===== config.mk =====
export PLATFORM = sky130hd
export DESIGN_NAME = in_port_buffer
export DESIGN_NICKNAME = d
export VERILOG_FILES = /design/src/rtl/in_port_buffer.sv
export SDC_FILE = /design/constraint.sdc
export NUM_CORES = 1
export LEC_CHECK = 0
export CAP_MARGIN = 5
export CORE_MARGIN = 5
export CORE_UTILIZATION = 55
export DETAILED_ROUTE_END_ITERATION = 16
export DONT_BUFFER_PORTS = 1
export HOLD_SLACK_MARGIN = 0.1
export PLACE_DENSITY = 0.76
export SYNTH_ARGS = -nofsm -noshare
export SYNTH_HDL_FRONTEND = slang
export SYNTH_SLANG_ARGS = --single-unit
export TNS_END_PERCENT = 10

===== constraint.sdc =====
create_clock -name clk -period 4.4 [get_ports clk]
set_input_delay 0.44 -clock clk [delete_from_list [all_inputs] [get_ports clk]]
set_output_delay 0.44 -clock clk [all_outputs]
set_load 0.02 [all_outputs]

===== src/rtl/in_port_buffer.sv =====
// in_port_buffer: input-port FIFO feeding IN instructions; optional same-cycle bypass via INPORT_BYPASS_EN
module in_port_buffer #(
    parameter int DATA_W = 16,
    parameter int DEPTH  = 4
) (
    input  logic                     clk,
    input  logic                     rst_n,
    input  logic [DATA_W-1:0]        in_data,
    input  logic                     in_valid,
    output logic                     in_ready,
    input  logic                     rd_en,
    output logic [DATA_W-1:0]        rd_data,
    output logic                     rd_valid,
    output logic                     stall,
    output logic [$clog2(DEPTH):0]   count
);
    localparam int AW = $clog2(DEPTH);
    localparam int CW = AW + 1;
    localparam logic [0:0] ST_IDLE = 1'b0;
    localparam logic [0:0] ST_WAIT = 1'b1;

    logic [DATA_W-1:0] mem_q [DEPTH];
    logic [DATA_W-1:0] mem_d [DEPTH];
    logic [AW-1:0]     wr_ptr_q, wr_ptr_d;
    logic [AW-1:0]     rd_ptr_q, rd_ptr_d;
    logic [CW-1:0]     count_q, count_d;
    logic [DATA_W-1:0] rd_data_q, rd_data_d;
    logic              rd_valid_q, rd_valid_d;
    logic [0:0]        state_q, state_d;
    logic              empty, push, pop, byp, wr_en;

    assign empty    = count_q == '0;
    assign in_ready = count_q != CW'(DEPTH);
    assign push     = in_valid && in_ready;
    assign pop      = rd_en && !empty;
`ifdef INPORT_BYPASS_EN
    assign byp      = rd_en && empty && push;
`else
    assign byp      = 1'b0;
`endif
    assign wr_en    = push && !byp;
    assign stall    = rd_en && empty && !byp;
    assign rd_data  = rd_data_q;
    assign rd_valid = rd_valid_q;
    assign count    = count_q;

    // Next-state for pointers, occupancy and the registered read port
    always_comb begin
        wr_ptr_d   = wr_en ? wr_ptr_q + 1'b1 : wr_ptr_q;
        rd_ptr_d   = pop ? rd_ptr_q + 1'b1 : rd_ptr_q;
        count_d    = count_q + CW'(wr_en) - CW'(pop);
        rd_data_d  = pop ? mem_q[rd_ptr_q] : byp ? in_data : rd_data_q;
        rd_valid_d = pop || byp;
    end

    // Read FSM: WAIT while an IN is held off by an empty buffer
    always_comb begin
        state_d = state_q;
        if (state_q == ST_IDLE)
            state_d = (rd_en && empty && !byp) ? ST_WAIT : ST_IDLE;
        else
            state_d = (!rd_en || pop || byp) ? ST_IDLE : ST_WAIT;
    end

    // Storage write: only the slot at wr_ptr changes
    always_comb begin
        mem_d = mem_q;
        if (wr_en) mem_d[wr_ptr_q] = in_data;
    end

    // Storage has no reset; contents are meaningless while count is 0
    always_ff @(posedge clk) begin
        mem_q <= mem_d;
    end

    // Control state, cleared asynchronously so outputs drop without a clock
    always_ff @(posedge clk or negedge rst_n) begin
        if (!rst_n) begin
            wr_ptr_q   <= '0;
            rd_ptr_q   <= '0;
            count_q    <= '0;
            rd_data_q  <= '0;
            rd_valid_q <= 1'b0;
            state_q    <= ST_IDLE;
        end else begin
            wr_ptr_q   <= wr_ptr_d;
            rd_ptr_q   <= rd_ptr_d;
            count_q    <= count_d;
            rd_data_q  <= rd_data_d;
            rd_valid_q <= rd_valid_d;
            state_q    <= state_d;
        end
    end
endmodule


==> results.toml <==
[outcome]
status = "completed"

[timing]
hold_violations = 0
slew-limit-headroom_pct = 27.71
fin_worst_skew_ps = 7.205
fmax_mhz = 327.1
layout_setup_ws_ps = 1343
worstMarginPinSlew_ps = 1084
post-route-min-period_ps = 3057
final_max_slew_viol_count = 0
setup_viol = 0
whs_ps = 179.1
fin_crit_sh_pct = 69.47
fin_setup_tns_ps = 0
rsz0062_at_grt = "false"

[worst_setup_path]
crit_path_end_kind = "register"
path_delay_family = "adder cells"
crit_path_start_kind = "register"
path_cells = "o31ai_4 -> inv_2 -> ha_1 -> inv_1 -> ha_1 -> fa_1 -> xnor2_1 -> xnor2_1"
required_ps = 4670
critPathMaxStageDelay_ps = 770
reg2reg_from = "count[1]"
arrival_ps = 3330
critPathKind = "reg -> reg"
path_max_fanout = 19
cp_slowest_cell = "o31ai_4"
path_buf_inv = 2
crit_path_start = "count[1]"

[min_path]
hold_path_class = "in -> reg"
hold_path.startpoint = "in_data[4]"

[cts]
cts_tree = "built"
cts_buffers = 9
clk_path_buf_depth = 2
clk_pin_slew_ps = 80
root_buffer = "clkbuf_8"
htree_levels = 3
insertion_delay_ps = 350
cts_sinks = 88
ctsResizeCount = 0

[layout]
finalNetCount = 220
syn_to_final_growth_pct = 8.045
stdcell_count = 273
fin_area_sq_um = 3630
fin_util_pct = 61.31
drive_above_1_share_pct = 19.70
n_antenna_cell = 0

[synthesis]
ys_warn_count = 0
ys_ff_latch = 88
synth-edff-count = 64
synthMuxAreaShare_pct = 11.17
syn_area_per_cell_sq_um = 17.97
synthXorXnorAreaFrac_pct = 1.304
syn_nets = 214
syn_inst = 187
yosys_most_used_dff = "edfxtp_1"
ys_types = 18
synth.cell_area_sq_um = 3359
yosysSeqAreaShare_pct = 75.08
synth_fa_ha_area_share_pct = 2.831
synth_compound_area_share_pct = 0.6331
postSynth.asyncResetShare_pct = 27.27
synth_top_family_by_area = "multiplexers"
synth-simple-area-share_pct = 7.225

[global_route]
grt_max_degree = 25
track_usage_pct = 17.31
overflow = 0
grt_pass1_vias = 1733
grt_pass1_wl_microns = 9349
grt_antenna_before_repair = 0

[flow_run]
max_cap_violations = 0

[power_and_ir_drop]
peakVddDrop_v = 0.0003358
seq_power_share_pct = 57.0
power_mw = 2.544
switching_share_pct = 33.05
power.internal_mw = 1.703
p_switching_uw = 840.8
clkPwrFrac_pct = 21.7
leakagePower_nw = 1.365
power.density_nw_per_um2 = 700.8
combPwrFrac_pct = 21.3

[floorplan]
pin_count = 42
dieHeight_microns = 88.16
initial_core_util_pct = 56.74
coreArea_sq_um = 5921
die_w_microns = 88.16
num_rows = 28
die-area_sq_um = 7771

[drt]
avgRoutedWirePerCell_microns = 21.01
wirelength_microns = 5735
vias = 1541
drtIter0Drc = 113
drcViolationCount = 0
vias_per_cell = 5.645
antenna_left = 0
firstDrtPassIters = 4

[placed_design]
gp_congestion = 0.7575
post-place-ws_ps = 1356
numPlacedInstances = 256
port_buffers = 0
dp_hpwl_microns = 3754
dpl_cell_area_sq_um = 3421
## Yosys cell counts, types with 2 or more instances
cell type,count,share of area (%)
inv_1,6,0.67
buf_2,2,0.30
nand2_1,49,5.5
buf_4,2,0.45
and3_2,4,0.89
edfxtp_1,64,57
xnor2_1,5,1.3
ha_1,6,2.2
mux4_2,16,11
clkbuf_1,2,0.22
dfrtp_1,24,18
## power by group through the flow
stage / Clock [mW] / Sequential (mW) / Combinational, mW
2_1_floorplan: 0 / 1.34 / 0.513
3_3_place_gp: 0 / 1.46 / 0.505
3_5_place_dp: 0 / 1.48 / 0.544
4_1_cts: 0.567 / 1.46 / 0.553
5_1_grt: 0.609 / 1.49 / 0.607
6_report: 0.553 / 1.45 / 0.542
## cell type report
type                       instances  area, sq um
sequential                        88         2522
multi-input combinational         86        778.2
clock buffer                      13        158.9
fill                             421         2291
timing repair buffer               1        10.01
inverter                           7        26.28
clock inverter                     3        40.04
tap                               75        93.84
## state kept, by name, summed over array words and instances (netlist names)
signal	flops
wr_ptr_q	2
mem_q	64
rd_valid	1
count	3
rd_data	16
rd_ptr_q	2
## cells in the final DEF, fill, tap and decap left out, types with 2 or more instances in the layout
master    netlist  layout
inv_1           6       6
mux4_2         16      16
clkbuf_1        2       2
and3_2          4       4
ha_1            6       6
clkbuf_8        0      11
nand2_1        49      49
edfxtp_1       64      64
xnor2_1         5       5
dfrtp_1        24      24
clkinv_2        0       2
## worst register-to-register path, cell delays in order, from the launching register on
cell     delay (ps)
dfrtp_1         520
o31ai_4         770
inv_2           330
ha_1            380
inv_1            40
ha_1            190
fa_1            410
xnor2_1         200
xnor2_1         140
## metal layers
metal  part of all wire, %  vias up  wire length [microns]  track usage (%)
met3                   8.4       14                    481            6.021
met5                     0        -                      0                0
met4                   2.4        0                    137            9.203
li1                      -      690                      -                -
met1                    38      788                   2174            20.18
met2                    51       49                   2942            28.36
## final timing paths
check | endpoint | slack [ps] | cells after the start
worst max-delay path | count[2] | 1340 | 8
worst min-delay path | mem_q[36] | 180 | 0
worst max register to register | count[2] | 1340 | 8
worst min register to register | wr_ptr_q[1] | 610 | 1
max in group asynchronous | rd_data[8] | 3030 | 1
min in group asynchronous | count[1] | 730 | 1
## cell families (layout without fill, tap and decap cells)
| logic type | after synthesis | in the layout |
|---|---|---|
| muxes | 17 | 17 |
| and+or+nand+nor | 56 | 56 |
| adders and majority gates | 7 | 7 |
| xor gates and xnor gates | 5 | 5 |
| AOI/OAI and AO/OA | 1 | 1 |
| DFF | 88 | 88 |
| buffers and inverters | 13 | 24 |
## repair_timing
item | CTS | global route
buffers inserted | 0 | 0
endpoints found under the hold margin | 24 | 0
setup endpoints to repair | 0 | 0
hold buffers | 1 | 0
Power figures use the tool's default switching activity.
